## src/rtl/mux4_scan_ctrl.sv

```systemverilog
// Scan controller for a downstream 4:1 mux: steps enabled channels,
// waits dwell cycles per channel, samples mux_o and publishes a frame.
module mux4_scan_ctrl (
  input  logic       clk,
  input  logic       rst_n,
  input  logic       start,
  input  logic       cont,
  input  logic [3:0] mask,
  input  logic [3:0] dwell,
  input  logic       mux_o,
  output logic       s1,
  output logic       s2,
  output logic [3:0] frame,
  output logic       frame_valid,
  output logic       busy
);

  typedef enum logic [1:0] {
    IDLE = 2'd0,
    SCAN = 2'd1,
    DONE = 2'd2
  } state_t;

  state_t     state_q, state_d;
  logic [1:0] ch_q, ch_d;
  logic [3:0] cnt_q, cnt_d;
  logic [3:0] mask_l_q, mask_l_d;
  logic [3:0] dwell_l_q, dwell_l_d;
  logic [3:0] shadow_q, shadow_d;
  logic [3:0] frame_q, frame_d;
  logic [2:0] pick_first, pick_next;

  // Lowest enabled channel >= lo; bit 2 set means none left.
  function automatic logic [2:0] pick(
    input logic [3:0] m,
    input logic [2:0] lo
  );
    logic [2:0] r;
    r = 3'b100;
    for (int i = 3; i >= 0; i--) begin
      if (m[i] && (3'(i) >= lo)) r = 3'(i);
    end
    return r;
  endfunction

  assign pick_first = pick(mask, 3'd0);
  assign pick_next  = pick(mask_l_q, {1'b0, ch_q} + 3'd1);

  always_ff @(posedge clk or negedge rst_n) begin
    if (!rst_n) begin
      state_q   <= IDLE;
      ch_q      <= 2'd0;
      cnt_q     <= 4'd0;
      mask_l_q  <= 4'd0;
      dwell_l_q <= 4'd0;
      shadow_q  <= 4'd0;
      frame_q   <= 4'd0;
    end else begin
      state_q   <= state_d;
      ch_q      <= ch_d;
      cnt_q     <= cnt_d;
      mask_l_q  <= mask_l_d;
      dwell_l_q <= dwell_l_d;
      shadow_q  <= shadow_d;
      frame_q   <= frame_d;
    end
  end

  always_comb begin
    state_d   = state_q;
    ch_d      = ch_q;
    cnt_d     = cnt_q;
    mask_l_d  = mask_l_q;
    dwell_l_d = dwell_l_q;
    shadow_d  = shadow_q;
    unique case (state_q)
      IDLE, DONE: begin
        if ((state_q == IDLE && start) ||
            (state_q == DONE && cont)) begin
          mask_l_d  = mask;
          dwell_l_d = dwell;
          shadow_d  = 4'd0;
          cnt_d     = 4'd0;
          if (pick_first[2]) begin
            state_d = DONE;
            ch_d    = 2'd0;
          end else begin
            state_d = SCAN;
            ch_d    = pick_first[1:0];
          end
        end else if (state_q == DONE) begin
          state_d = IDLE;
          ch_d    = 2'd0;
        end
      end
      SCAN: begin
        if (cnt_q == dwell_l_q) begin
          shadow_d[ch_q] = mux_o;
          cnt_d          = 4'd0;
          if (pick_next[2]) begin
            state_d = DONE;
            ch_d    = 2'd0;
          end else begin
            ch_d = pick_next[1:0];
          end
        end else begin
          cnt_d = cnt_q + 4'd1;
        end
      end
      default: begin
        state_d = IDLE;
        ch_d    = 2'd0;
      end
    endcase
  end

  // Frame captures the shadow (with the final sample) on entry to DONE.
  always_comb begin
    frame_d = frame_q;
    if (state_d == DONE) frame_d = shadow_d;
  end

  assign {s1, s2}    = ch_q;
  assign frame       = frame_q;
  assign frame_valid = (state_q == DONE);
  assign busy        = (state_q != IDLE);

endmodule

```

## config.mk

```make
export PLATFORM = sky130hd
export DESIGN_NAME = mux4_scan_ctrl
export DESIGN_NICKNAME = d
export VERILOG_FILES = /design/src/rtl/mux4_scan_ctrl.sv
export SDC_FILE = /design/constraint.sdc
export NUM_CORES = 1
export LEC_CHECK = 0
export ABC_AREA = 1
export BUFFER_PORTS_ARGS = -buffer_cell sky130_fd_sc_hd__clkbuf_2
export CAP_MARGIN = 20
export CORE_MARGIN = 2
export CORE_UTILIZATION = 55
export DETAILED_ROUTE_END_ITERATION = 10
export GPL_TIMING_DRIVEN = 0
export PLACE_DENSITY = 0.87
export SETUP_SLACK_MARGIN = 0.05
export SLEW_MARGIN = 0
export SYNTH_ARGS = -nofsm -noshare
export SYNTH_HDL_FRONTEND = slang
export SYNTH_SLANG_ARGS = --single-unit
```

## constraint.sdc

```tcl
create_clock -name clk -period 1.6 [get_ports clk]
set_input_delay 0 -clock clk [delete_from_list [all_inputs] [get_ports clk]]
set_output_delay 0 -clock clk [all_outputs]
set_load 0.1 [all_outputs]
```

# Yosys cells after proc, flatten, opt, wreduce, memory -nomap -nowiden

Index checks and enable logic that the tools add are counted.

Bits in registers: 24
Input bits: 13
Output and inout bits: 8
Word-level logic and storage cells: 66

Add/sub/neg operators: 2
$lt $le $gt $ge: 6
Equality and inequality tests: 7
Muxes and demuxes: 29
Reductions and logical operators: 15

Operators with widths:

| kind                  | number |
|---|---|
| $mux W3               | 8 |
| $mux W2               | 10 |
| $mux W4               | 4 |
| $pmux W4 S2           | 2 |
| $pmux W2 S2           | 2 |
| $logic_and A1 B1 Y1   | 7 |
| $ge A1 B3 Y1 const A  | 2 |
| $ge A2 B3 Y1 const A  | 2 |
| $reduce_and A2 Y1     | 3 |
| $add A4 B1 Y4 const B | 1 |
| $bwmux W4             | 1 |
| $eq A2 B2 Y1 const B  | 2 |
| $eq A4 B4 Y1          | 1 |
| $ne A2 B2 Y1 const B  | 2 |
| $reduce_bool A2 Y1    | 2 |
| $add A2 B1 Y3 const B | 1 |
| $lt A2 B3 Y1 const B  | 1 |
| $ne A3 B3 Y1 const B  | 1 |
| $demux W1 S2          | 1 |
| $eq A2 B1 Y1 const B  | 1 |
| $ge A2 B1 Y1 const B  | 1 |
| $logic_not A2 Y1      | 1 |
| $reduce_or A2 Y1      | 1 |
| $logic_or A1 B1 Y1    | 1 |
| $mux W1               | 1 |

# Depth between registers and ports, before layout

Gate-level depths: netlist of the first run.

Depth after elaboration: 11
Depth in mapped cells: 11
Mapped depth without buffers: 10

# Least setup slack after synthesis of the first run

No wires, ideal clock.

Kind: register to register
Start point: register ch_q[1]
End point: register frame_q[0] (netlist: frame[0])
Setup time: 121 ps
Arrival: 1861 ps
Required time: 1479 ps
Path slack: -382 ps
Stages on the path, launching flop included: 11
Path buffers: 1
Period minus slack after synthesis: 1982 ps
Path through: dfrtp_1 > buf_4 > nand2_2 > nand2_2 > o21ai_2 > inv_1 > nand2_1 > nor2_4 > nand2_4 > nand3_1 > nand2_1

Cells in the longest elaborated chain, start to end: 11
Elaborated cells between the ends (all ways): 25
Classes of those cells: add/sub (1); order compare (6); eq/ne (1); mux (12); reduce/logical (5)

Ends and longest elaborated chain:

| item                     | line | RTL |
|---|---|---|
| start: declaration       | 25   | `logic [1:0] ch_q, ch_d;` |
| start signal: assignment | 60   | `ch_q <= ch_d;` |
| $add A2 B1 Y3            | 47   | `assign pick_next = pick(mask_l_q, {1'b0, ch_q} + 3'd1);` |
| $ge A2 B3 Y1             | 41   | `if (m[i] && (3'(i) >= lo)) r = 3'(i);` |
| $logic_and A1 B1 Y1      | 41   |  |
| $mux W3 (4 in a row)     | 41   |  |
| $mux W2                  | 100  | `if (pick_next[2]) begin` |
| $mux W2                  | 97   | `if (cnt_q == dwell_l_q) begin` |
| $pmux W2 S2              | 76   | `unique case (state_q)` |
| $eq A2 B2 Y1             | 120  | `if (state_d == DONE) frame_d = shadow_d;` |
| end signal: assignment   | 65   | `frame_q <= frame_d;` |
| end: declaration         | 30   | `logic [3:0] frame_q, frame_d;` |

Parallel ways exist; a longest one is shown, timed or not.
A chain may end at the register's enable or synchronous reset.

# Worst setup path after layout of the first run

Start point: register ch_q[1]
End point: register frame_q[2] (netlist: frame[2])

Cells in the longest elaborated chain, start to end: 11
Elaborated cells between the ends (all ways): 25
Classes of those cells: add/sub (1); order compare (6); eq/ne (1); mux (12); reduce/logical (5)

Ends and longest elaborated chain:

| item                 | line | RTL |
|---|---|---|
| $add A2 B1 Y3 (*)    | 47   |  |
| $ge A2 B3 Y1         | 41   |  |
| $logic_and A1 B1 Y1  | 41   |  |
| $mux W3 (3 in a row) | 41   |  |
| $mux W3 (*)          | 41   |  |
| $mux W2 (*)          | 100  |  |
| $mux W2 (*)          | 97   |  |
| $pmux W2 S2 (*)      | 76   |  |
| net state_d[1]       | 24   | `state_t state_q, state_d;` |
| $eq A2 B2 Y1 (*)     | 120  |  |

The timed path passes the listed nets; every way through them passes the cells marked *.

==> results of run 1 <==
==> synthesized netlist by cell type (all sizes together) <==
cell type | count | area, um2
nand4 | 1 | 21.3
o22ai | 1 | 6.26
xor2 | 1 | 8.76
nor2 | 10 | 78.8
a21oi | 3 | 15.0
ha | 1 | 12.5
dfrtp | 23 | 576
inv | 25 | 93.8
nand3 | 20 | 100
nand2 | 66 | 303
o21ai | 19 | 103
buf | 3 | 20.0
==> logic make-up (layout without fill, tap and decap cells) <==
logic type,after synthesis,count (layout)
simple gates,97,97
buf+inv,28,59
compound gates,23,23
flops,23,23
fa+ha+maj,1,1
xor+xnor,1,1
==> how the worst min path moves through the flow <==
stage / depth (start not counted) / slack [ns] / endpoint / from
floorplan: 0 / -0.30 / ch_q[0] / rst_n
global placement: 1 / 0.02 / dwell_l_q[3] / rst_n
detailed placement: 1 / 0.02 / cnt_q[3] / rst_n
CTS: 4 / 0.002 / ch_q[0] / start
global route: 4 / 0.01 / ch_q[1] / start
finish: 4 / 0.005 / ch_q[0] / start
==> routing by layer <==
| layer | track usage [%] | wire [um] | up-vias |
|---|---|---|---|
| li1 | - | - | 601 |
| met1 | 26.5 | 1130 | 546 |
| met2 | 41.2 | 1340 | 29 |
| met3 | 3.11 | 103 | 6 |
| met4 | 6.41 | 22 | 0 |
| met5 | 0 | 0 | - |
==> final cells by class <==
type / instances / area, um2
Buffer: 3 / 23.8
Clock buffer: 3 / 22.5
Tap cell: 28 / 35.0
Inverter: 25 / 93.8
Multi-Input combinational cell: 122 / 648
Sequential cell: 23 / 581
Timing Repair Buffer: 27 / 170
Clock inverter: 1 / 5.00
Fill cell: 199 / 676
==> where the power goes <==
group | internal (uW) | leakage, uW | total, uW | switching [uW]
clock network | 93.3 | 0.0000177 | 262 | 168
logic | 635 | 0.000535 | 2260 | 1630
registers | 851 | 0.000288 | 1040 | 187
total | 1580 | 0.000841 | 3560 | 1980
==> through the flow <==
stage / hold WS (ns) / util (%) / std cells / setup TNS (ns)
2_1_floorplan: -0.296 / - / 173 / -0.204
3_3_place_gp: 0.0151 / 65.7 / 221 / 0
3_5_place_dp: 0.0198 / 65.7 / 221 / 0
4_1_cts: 0.00206 / 70.0 / 232 / 0
5_1_grt: 0.0144 / 70.0 / 232 / 0
6_report: 0.00501 / 70.0 / 232 / 0
==> sequential cells by signal, summed over array words and instances, names as in the netlist <==
name       count
cnt_q          4
dwell_l_q      4
frame          4
shadow_q       4
mask_l_q       3
ch_q           2
state_q        2
==> worst max-delay path: cells and delay by family (launching register included) <==
family / cells / cell delay [ns]
buf+inv: 1 / 0.14
simple gates: 8 / 0.75
flops: 1 / 0.50
==> out/metrics.yaml, run 1 <==
power_and_ir_drop:
  power.total_uw: 3560
  p_leak_uw: 0.000841
  power-per-cell-area_mw_per_mm2: 2260
  vdd_drop_max_v: 0.00150
logic_synthesis:
  synthesis.yosys.warnings: 0
  count_of_unique_library_cells_instantiated_by_yosys: 21
  syn_avg_cell_area_um2: 7.73
  mux_cell_area_share_after_synthesis_pct: 0
  compound_cell_area_share_of_the_yosys_netlist_pct: 9.26
  main_combinational_cell_family_by_area_after_synthesis: "simple AND/OR/NAND/NOR gates"
  synth_simple_gate_area_share_pct: 37.6
  post_synth_xor_area_fraction_pct: 0.655
  synth.ff_latch_count: 23
  post_syn_nets: 187
  sequential_share_of_the_synthesized_area_pct: 43.0
  postSynthCellCount: 173
  synthesis.area_mm2: 0.00134
  yosys.area_share.adder_pct: 0.935
floorplanning:
  floorplan.die_area_mm2: 0.00284
  floorplan.initialDensity_pct: 59.3
  floorplan.core_area_mm2: 0.00225
  io_pins: 21
  chipWidth_um: 53.3
  core.rowCount: 17
  die_y_um: 53.3
setup_path:
  critical_path.endpoint: "frame[2]"
  cp_slowest_cell: "dfrtp_4"
  critPathCaptureType: "flip-flop"
  cp_slowest_stage_delay_ns: 0.50
  ff2ff_setup_slack_ns: 0.11
  cp-startpoint: "ch_q[1]"
  required_ns: 1.81
  critPathMostFrequentCell: "nand2_1"
  crit_type: "reg -> reg"
  worst_flop_to_flop_path_startpoint: "ch_q[1]"
  cells_along_the_critical_path: "buf_6 > nor2_1 > nand2_1 > nand2_1 > nor2_4 > nand2_4 > nand2_4 > nand2_1 > nand2_1"
  critPathMaxFanout: 9
  worstReg2RegEnd: "frame[2]"
  worstPathArrival_ns: 1.70
  critPathLaunchType: "flip-flop"
  reg2regPathDepth: 9
drt:
  final_antenna_net_count: 0
  drt-total-wl_um: 2600
  viasPerCell: 5.09
  detailedRoute.firstIterationViolations: 13
  drc_errors: 0
  via_count: 1182
  detailedRoute.firstPassIterationCount: 4
  route.detailed.wl_per_inst_um: 11.2
layout:
  final_cell_mix: "nand2_1, inv_1, dfrtp_1"
  syn_to_final_growth_pct: 18.1
  layout_cell_share_with_drive_strength_beyond_1_pct: 25.0
  layout_commonest_cell: "nand2_1"
  stdcell_area_mm2: 0.00158
  final_net_count: 219
  n_antenna_cell: 0
timing:
  fin_worst_skew_ns: 0.00393
  setup_viol: 0
  post_layout_minimum_cycle_time_ns: 1.49
  report.final.slew_viol_count: 0
  max_slew.worst_pin.slew_ns: 0.561
  rsz0062_at_grt: "false"
  max-slew-margin-rel_pct: 62.6
  max_clock_freq_ghz: 0.670
  timing.final.crit_share_pct: 93.3
  finalHoldViolCount: 0
  finalWorstSetupSlack_ns: 0.108
place:
  post-dp-hpwl_um: 2010
  routabilityCongestion: 0.840
  place_ws_ns: 0.141
  place_area_mm2: 0.00148
  port_buffers: 20
cts:
  cts.clk_slew.worst_paths_ns: 0.12
  cts-htree-levels: 1
  clock_latency_at_the_later_pin_of_the_worst_skew_pair_ns: 0.31
  clock-root-buffer: "clkbuf_4"
  cts-root-to-sink-buffers: 2
  postCtsHoldBufs: 7
  cts.repair.resized: 0
  cts_inserted_buffers: 3
  tritoncts: "yes"
  cts.repair_timing.setup_buffer_count: 0
  clock_sink_count: 23
status:
  status: "finished clean"
hold_path:
  min_path_type: "in -> reg"
global_route:
  track_usage_pct: 22.3
  grt_pass1_wl_um: 4690
  grt_antenna_before_repair: 0
  grt_overflow: 0
  grt_max_degree: 24
  grt_pass1_vias: 1201
run:
  drv_cap: 0
Power figures use the tool's default switching activity.
==> run 2, diff against run 1 <==
Settings changed: CTS_CLUSTER_SIZE from default to 40, REMOVE_ABC_BUFFERS from default to 1.
==> run 2 against run 1 <==
Net effect: count of clock-buffer cells in the layout rose by 1; final area up 0.16%; global-route usage grew 2.7 points; cell count unchanged; worst hold slack gained 0.054 ns; register-to-register slack improved by 0.07 ns; fmax rose by 4.7%; die area stayed put; worst setup slack improved by 0.066 ns; routed wire length up 12%; sequential share of layout area down 0.22 points; clock power is 2% higher; largest cell class unchanged.
==> out/metrics.yaml, run 2 (synthesized netlist as in run 1, its figures left out) <==
global_route:
  track_usage_pct: 25.0  # +2.7 points
  grt_pass1_vias: 1242  # +3.4%
  grt_pass1_wl_um: 5150  # +10%
  grt_overflow: 0  # unchanged
  grt_max_degree: 24  # unchanged
  grt_antenna_before_repair: 0  # unchanged
hold_path:
  hold-path-endpoint: "mask_l_q[1]"
  hold_path.startpoint: "mask[1]"
  min_path_type: "in -> reg"
  worstHoldPathCells: 3  # -1
floorplanning:
  die_y_um: 53.3  # unchanged
  floorplan.die_area_mm2: 0.00284  # unchanged
  floorplan.core_area_mm2: 0.00225  # unchanged
  core.rowCount: 17  # unchanged
  floorplan.initialDensity_pct: 59.3  # unchanged
  io_pins: 21  # unchanged
  chipWidth_um: 53.3  # unchanged
timing:
  max_clock_freq_ghz: 0.701  # +4.7%
  setup_viol: 0  # unchanged
  max_slew.worst_pin.slew_ns: 0.591  # +0.0297 ns
  post_layout_minimum_cycle_time_ns: 1.43  # -0.0663 ns
  max-slew-margin-rel_pct: 60.6  # -2.0 points
  timing.final.crit_share_pct: 89.1  # -4.1 points
  report.final.slew_viol_count: 0  # unchanged
  finalWorstSetupSlack_ns: 0.174  # +0.0663 ns
  fin_worst_skew_ns: 0.00105  # -0.00288 ns
  timing.setup.tns_ns: 0  # unchanged
  rsz0062_at_grt: "false"
  finalHoldViolCount: 0  # unchanged
place:
  post-dp-hpwl_um: 2090  # +4.0%
  routabilityCongestion: 0.745  # -11%
  place_ws_ns: 0.0889  # -0.0525 ns
  port_buffers: 20  # unchanged
  place_area_mm2: 0.00145  # -1.9%
cts:
  cts_inserted_buffers: 3  # unchanged
  clock_sink_count: 23  # unchanged
  cts.clk_slew.worst_paths_ns: 0.12  # about the same
  clock-root-buffer: "clkbuf_4"
  cts-root-to-sink-buffers: 2  # unchanged
  cts-htree-levels: 1  # unchanged
  tritoncts: "yes"
  clock_latency_at_the_later_pin_of_the_worst_skew_pair_ns: 0.31  # about the same
setup_path:
  reg2regPathDepth: 8  # -1
  timing.critical_path.max_delay_family: "buffers and inverters"
  cp.buffers_inverters: 2  # +1
  required_ns: 1.60  # -0.21 ns
  cp_slowest_cell: "clkbuf_2"
  cells_along_the_critical_path: "inv_1 > nor2_1 > clkbuf_2"
  cp_slowest_stage_delay_ns: 0.48  # -0.02 ns
  worstReg2RegEnd: "ch_q[1]"
  critPathCaptureType: "output port"
  crit_type: "reg -> out"
  critPathMaxFanout: 3  # -6
  ff2ff_setup_slack_ns: 0.18  # +0.07 ns
  worst_flop_to_flop_path_startpoint: "cnt_q[0]"
  critPathLaunchType: "flip-flop"
  worstPathArrival_ns: 1.43  # -0.27 ns
drt:
  viasPerCell: 5.29  # +3.8%
  route.detailed.wl_per_inst_um: 12.6  # +12%
  final_antenna_net_count: 0  # unchanged
  detailedRoute.firstIterationViolations: 31  # +18
  drc_errors: 0  # unchanged
  drt-total-wl_um: 2930  # +12%
  detailedRoute.firstPassIterationCount: 4  # unchanged
  via_count: 1227  # +3.8%
run:
  drv_cap: 0  # unchanged
layout:
  fillCellCount: 176  # -12%
  layout_commonest_cell: "nand2_1"
  n_antenna_cell: 0  # unchanged
  final_cell_mix: "nand2_1, inv_1, dfrtp_1"
  final_net_count: 219  # unchanged
  layout_cell_share_with_drive_strength_beyond_1_pct: 24.0  # -0.98 points
  stdcell_area_mm2: 0.00158  # +0.16%
  syn_to_final_growth_pct: 18.2
status:
  status: "finished clean"
power_and_ir_drop:
  power-per-cell-area_mw_per_mm2: 2260  # +0.22%
  p_leak_uw: 0.000839  # -0.22%
  vdd_drop_max_v: 0.00149  # -0.66%
run 2: cell types whose count changed in the layout (fill, tap and decap cells not counted), sizes merged:
cell / change
clkinv: -1
clkbuf: +1
dlygate4sd3: +1
buf: -1
run 2: routing by layer:
layer | up-vias | share of wire, % | GRT usage, % | wire length [um]
li1 | 608 | - | - | -
met1 | 569 | 41 | 28.6 | 1190
met2 | 37 | 51 | 43.4 | 1500
met3 | 13 | 4.1 | 4.24 | 121
met4 | 0 | 3.8 | 14.1 | 111
met5 | - | 0 | 0 | 0
run 2: layout make-up:
class	count	area, um2	area share (%)
Clock buffer	4	26.3	1.66
Inverter	25	93.8	5.93
Multi-Input combinational cell	122	653	41.3
Sequential cell	23	578	36.6
Tap cell	28	35.0	2.22
Timing Repair Buffer	30	195	12.3
run 2: metrics by stage:
step                power, uW  utilization (%)  hold slack (ns)  cells
CTS                      3560             69.1           0.0271    230
detailed placement       3260             64.4           0.0303    218
finish                   3580             70.1           0.0588    232
global placement         3140             64.4           0.0103    218
global route             3870             70.1           0.0408    232
floorplan                2840                -           -0.296    170
run 2: what timing repair did:
item                                   4_1_cts  5_1_grt
hold buffers                                 8        0
setup endpoints to repair                    0        8
endpoints found under the hold margin       31        0
setup buffers                                0        2
resized for setup                            0        3
run 2: worst reg2reg max path, stage by stage, from the launching register on:
cell,delay (ns)
dfrtp_2,0.46
nand2_1,0.08
nand2_1,0.09
nor2_4,0.17
nand2_4,0.13
nand2_1,0.17
o21ai_2,0.10
nand2_1,0.06
o21ai_1,0.06
run 2: power by group:
| group | total (uW) | switching [uW] | leakage (uW) | internal (uW) |
|---|---|---|---|---|
| Sequential | 1050 | 207 | 0.000288 | 847 |
| Combinational | 2250 | 1640 | 0.000536 | 619 |
| Clock | 267 | 169 | 0.0000150 | 97.5 |
run 2: worst max-delay path by stage:
stage | from | endpoint | slack, ns | cells after the start
final | state_q[1] | frame_valid | 0.17 | 3
after global routing | cnt_q[0] | ch_q[0] | 0.06 | 8
after CTS | state_q[1] | ch_q[1] | 0.07 | 5
after detailed placement | state_q[1] | ch_q[1] | 0.09 | 5
after global placement | state_q[1] | ch_q[1] | 0.17 | 4
after floorplan | ch_q[1] | frame[0] | -0.36 | 9
